===== src/rtl/pwm_cmd_parser.sv =====
// pwm_cmd_parser: parses ASCII "DCnn", "P2n" and "P5n" commands into PWM settings and queues 'K'/'E' replies
// ports: rx_data/rx_valid byte strobe in; tx_data/tx_valid/tx_ready reply handshake out;
//        duty_cycle/pow2/pow5 registered settings to pwm_gen; cmd_ok/cmd_err one-cycle result pulses
module pwm_cmd_parser #(
  parameter int DC_INIT = 50,
  parameter int P2_INIT = 0,
  parameter int P5_INIT = 0
) (
  input  logic       clk,
  input  logic       rst_n,
  input  logic [7:0] rx_data,
  input  logic       rx_valid,
  output logic [1:0] pow2,
  output logic [1:0] pow5,
  output logic [6:0] duty_cycle,
  output logic       cmd_ok,
  output logic       cmd_err,
  output logic [7:0] tx_data,
  output logic       tx_valid,
  input  logic       tx_ready
);
  typedef enum logic [3:0] {IDLE, GOT_D, GOT_P, DC_ARG1, DC_ARG2, DC_TERM, PX_ARG, PX_TERM, DISCARD} state_t;
  state_t state, state_nxt;
  logic [6:0] acc, acc_nxt;
  logic       px5;
  logic [1:0] px_val;
  logic       is_t, is_dig, is_px;
  logic       apply_dc, apply_px, err;
  assign is_t   = rx_data == 8'h0D || rx_data == 8'h0A;
  assign is_dig = rx_data >= 8'h30 && rx_data <= 8'h39;
  assign is_px  = rx_data >= 8'h30 && rx_data <= 8'h33;
  always_ff @(posedge clk or negedge rst_n)
    if (!rst_n) state <= IDLE;
    else if (rx_valid) state <= state_nxt;
  // a terminator always closes the line; everything else either advances or falls into DISCARD
  always_comb begin
    state_nxt = DISCARD;
    case (state)
      IDLE:    state_nxt = rx_data == 8'h44 ? GOT_D : rx_data == 8'h50 ? GOT_P : DISCARD;
      GOT_D:   state_nxt = rx_data == 8'h43 ? DC_ARG1 : DISCARD;
      GOT_P:   state_nxt = (rx_data == 8'h32 || rx_data == 8'h35) ? PX_ARG : DISCARD;
      DC_ARG1: state_nxt = is_dig ? DC_ARG2 : DISCARD;
      DC_ARG2: state_nxt = is_dig ? DC_TERM : DISCARD;
      PX_ARG:  state_nxt = is_px ? PX_TERM : DISCARD;
      default: state_nxt = DISCARD;
    endcase
    if (is_t) state_nxt = IDLE;
  end
  // any terminator outside IDLE that does not complete a well-formed command is an error
  always_comb begin
    apply_dc = rx_valid && is_t && (state == DC_ARG2 || state == DC_TERM);
    apply_px = rx_valid && is_t && state == PX_TERM;
    err      = rx_valid && is_t && state != IDLE && !apply_dc && !apply_px;
    acc_nxt  = state == DC_ARG1 ? {3'b0, rx_data[3:0]} : acc * 7'd10 + {3'b0, rx_data[3:0]};
  end
  always_ff @(posedge clk or negedge rst_n)
    if (!rst_n) begin
      duty_cycle <= 7'(DC_INIT);
      pow2       <= 2'(P2_INIT);
      pow5       <= 2'(P5_INIT);
      cmd_ok     <= 1'b0;
      cmd_err    <= 1'b0;
      tx_data    <= 8'h00;
      tx_valid   <= 1'b0;
      acc        <= 7'd0;
      px5        <= 1'b0;
      px_val     <= 2'd0;
    end else begin
      cmd_ok  <= apply_dc || apply_px;
      cmd_err <= err;
      if (rx_valid && is_dig && (state == DC_ARG1 || state == DC_ARG2)) acc <= acc_nxt;
      if (rx_valid && state == GOT_P) px5 <= rx_data == 8'h35;
      if (rx_valid && state == PX_ARG) px_val <= rx_data[1:0];
      if (apply_dc) duty_cycle <= acc;
      if (apply_px && !px5) pow2 <= px_val;
      if (apply_px && px5) pow5 <= px_val;
      // a new reply wins over both a pending one and a completing handshake
      if (apply_dc || apply_px || err) begin
        tx_valid <= 1'b1;
        tx_data  <= err ? 8'h45 : 8'h4B;
      end else if (tx_ready) tx_valid <= 1'b0;
    end
endmodule

===== config.mk =====
export PLATFORM = sky130hd
export DESIGN_NAME = pwm_cmd_parser
export DESIGN_NICKNAME = d
export VERILOG_FILES = /design/src/rtl/pwm_cmd_parser.sv
export SDC_FILE = /design/constraint.sdc
export NUM_CORES = 1
export LEC_CHECK = 0
export CAP_MARGIN = 0
export CORE_ASPECT_RATIO = 0.75
export CORE_MARGIN = 2
export CORE_UTILIZATION = 52
export DETAILED_ROUTE_END_ITERATION = 10
export HOLD_SLACK_MARGIN = 0.05
export PLACE_DENSITY_LB_ADDON = 0.15
export SYNTH_ARGS = -nofsm -noshare
export SYNTH_HDL_FRONTEND = slang
export SYNTH_SLANG_ARGS = --single-unit
export TNS_END_PERCENT = 50

===== constraint.sdc =====
create_clock -name clk -period 2.8 [get_ports clk]
set_clock_uncertainty 0.05 [all_clocks]
set_input_delay 0.7 -clock clk [delete_from_list [all_inputs] [get_ports clk]]
set_output_delay 0.7 -clock clk [all_outputs]
set_load 0.005 [all_outputs]

==> results.toml <==
[drt]
wl_um = 3580
vias = 1378
ant_nets = 0
drc = 0
firstDrtPassIters = 4
vias_per_cell = 5.40
drt_iter0_markers = 105
wl_per_cell_um = 14.0

[critical_path]
worstPathArrival_ns = 2.80
slowest_stage = "or4b_1"
timing.rr.start = "acc[1]"
crit_fanout = 4
reg2reg_depth = 7
start_kind = "primary input"
setup.worst_path.end_class = "flip-flop"
path_class = "primary input to flip-flop"
cp_cell_sequence = "clkdlybuf4s50_1 -> or4b_1 -> a211oi_2 -> nand4_4 -> nor3_2 -> mux2_1"
required_ns = 2.90
rr_endpoint = "acc[6]"
r2r_slack_ns = 0.60
slowest_delay_ns = 0.52

[grt]
busiest_layer = "met2"
grtUsageTotal_pct = 21.2
met1_usage_pct = 28.7
grtUsageMet3_pct = 5.07
grt_overflow = 0
grt_max_degree = 32
antenna_found_initial = 0
grt_pass1_vias = 1306
grt_pass1_wl_um = 6100
met2_usage_pct = 32.1

[placed_design]
placed_cell_area_um2 = 2190
dp_worst_setup_slack_ns = -0.181
dp_hpwl_um = 2840
place.port_buffers = 30
gp_congestion = 0.888

[pwr]
powerDensity_nw_per_um2 = 383
design_power_total_w = 0.000870
p_leak_nw = 0.986
ir_drop_uv = 216

[clocking]
cts.sinks = 31
cts_tree = "built"
cts.reportedPaths.clkPinSlew_ns = 0.06
cts_max_level = 2
cts.hold.buffers_added = 0
cts_setup_buffers = 0
clock_latency_ns = 0.28
root_buffer = "clkbuf_8"
cts_resized = 0
cts-buffers-inserted = 5
clockBufferDepth = 2

[sta]
setup_violations = 0
setup_slack_ns = 0.101
max_slew_margin_pct = 53.3
tns_ns = 0
worst_pin_slew_ns = 0.691
final_hold_viol_count = 0
rsz0062_at_grt = "no"
max_freq_ghz = 0.371
min_period_ns = 2.70
period_share_pct = 96.4
finalMaxSlewViolations = 0

[die]
start_util_pct = 54.8
io_pins = 34
die-area_um2 = 3980
die_w_um = 72.2
chipHeight_um = 55.2
row_count = 18
core_um2 = 3310

[final_layout]
drive_gt1_share_pct = 16.7
n_fill_cell = 261
area_delta_synth_final_pct = 25.3
nets = 235
final_cell_area_um2 = 2270
n_antenna_cell = 0
utilization_pct = 68.7

[min_path]
min_from = "pow5[1]"
hold_depth = 1
whs_endpoint = "pow5[1]"
worst_hold_path_type = "flip-flop to flip-flop"

[synthesis]
synthCells = 175
synth-main-ff-cell = "dfrtp_1"
yosysMostFrequentCell = "dfrtp_1"
yosysWarnings = 0
ys_seq_area_share_pct = 43.0
yosysTopAreaCell = "dfrtp_1"
syn-mean-instance-area_um2 = 10.4
synth_top_area_share_pct = 38.6
yosys-top-cells-area = "dfrtp_1, mux2_2, ha_1, dfstp_2, inv_1"
synth_edf_count = 0
ys_types = 46
synthArstFlopShare_pct = 100
synth_area_um2 = 1810
synth_seq_cells = 31
yosys-top-cells-count = "dfrtp_1, inv_1, nand2_1, mux2_2, nor2_1"

[outcome]
status = "finished clean"

[job]
max-cap-violations = 0
-- worst max path at each step --
stage               cells past startpoint  startpoint             to
detailed placement                      6  rx_data[7]        pow2[1]
floorplan                               6  rx_data[3]        pow5[0]
finish                                  6  rx_data[7]        pow5[0]
CTS                                     6  rx_data[7]        pow2[1]
global route                            6  rx_data[7]        pow2[0]
global placement                        6  rx_data[6]  duty_cycle[3]
-- power breakdown --
| part | leakage, nW | switching (W) | internal [W] |
|---|---|---|---|
| registers | 0.414 | 0.00000567 | 0.000453 |
| logic | 0.530 | 0.0000459 | 0.0000437 |
| clock network | 0.0422 | 0.000148 | 0.000174 |
| total | 0.986 | 0.000200 | 0.000670 |
-- per-stage QoR --
stage | hold WS, ns | instances
floorplan | 0.354 | 177
global route | 0.472 | 255
finish | 0.437 | 255
global placement | 0.418 | 247
detailed placement | 0.427 | 247
CTS | 0.441 | 255
-- placed cells by master, fill, tap and decap left out, types with 3 or more instances in the layout --
cell             Yosys  layout
dfstp_2              3       3
dfrtp_1             28      28
nor3_1               4       4
mux2_1               4       4
nand2b_1             3       3
o21ai_0              6       6
mux2_2              10      10
nor2_1               8       8
buf_4                6      12
inv_1               13      13
clkdlybuf4s50_1      0      30
nand3_1              3       3
xnor2_1              5       5
o31ai_1              4       4
a21oi_1              6       6
nand2_1             12      12
nor2b_1              5       5
ha_1                 7       7
conb_1               1       3
o22ai_1              6       6
clkbuf_8             0       5
-- critical path, delay by kind of cell --
kind / cells / cell delay, ns
compound gates: 1 / 0.39
buf+inv: 1 / 0.42
mux: 1 / 0.35
simple gates: 3 / 0.94
-- area by class of cell --
cell class,instances,area [µm²],area share (%)
Sequential cell,31,779,34.3
Clock inverter,1,5.00,0.220
Clock buffer,7,76.3,3.36
Tap cell,40,50.0,2.20
Inverter,13,48.8,2.15
Multi-Input combinational cell,121,923,40.6
Timing Repair Buffer,42,390,17.2
-- state kept, by name, summed over array words and instances (netlist names) --
register	flops
acc	7
duty_cycle	7
state	4
tx_data	3
pow2	2
pow5	2
px_val	2
cmd_err	1
cmd_ok	1
px5	1
tx_valid	1
-- kinds of logic after synthesis --
| logic type | share of synthesized area, % |
|---|---|
| muxes | 9.24 |
| adders and majority gates | 7.03 |
| buffers and inverters | 6.55 |
| other | 0.207 |
| DFF | 43.0 |
| xor gates and xnor gates | 3.38 |
| and+or+nand+nor | 19.7 |
| AOI/OAI and AO/OA | 11.0 |
-- routing by layer --
| layer | vias to the layer above | wire, µm |
|---|---|---|
| met5 | - | 0 |
| met4 | 0 | 70 |
| met3 | 5 | 184 |
| met2 | 45 | 1540 |
| met1 | 637 | 1790 |
| li1 | 691 | - |
(Power assumes the default switching activity.)
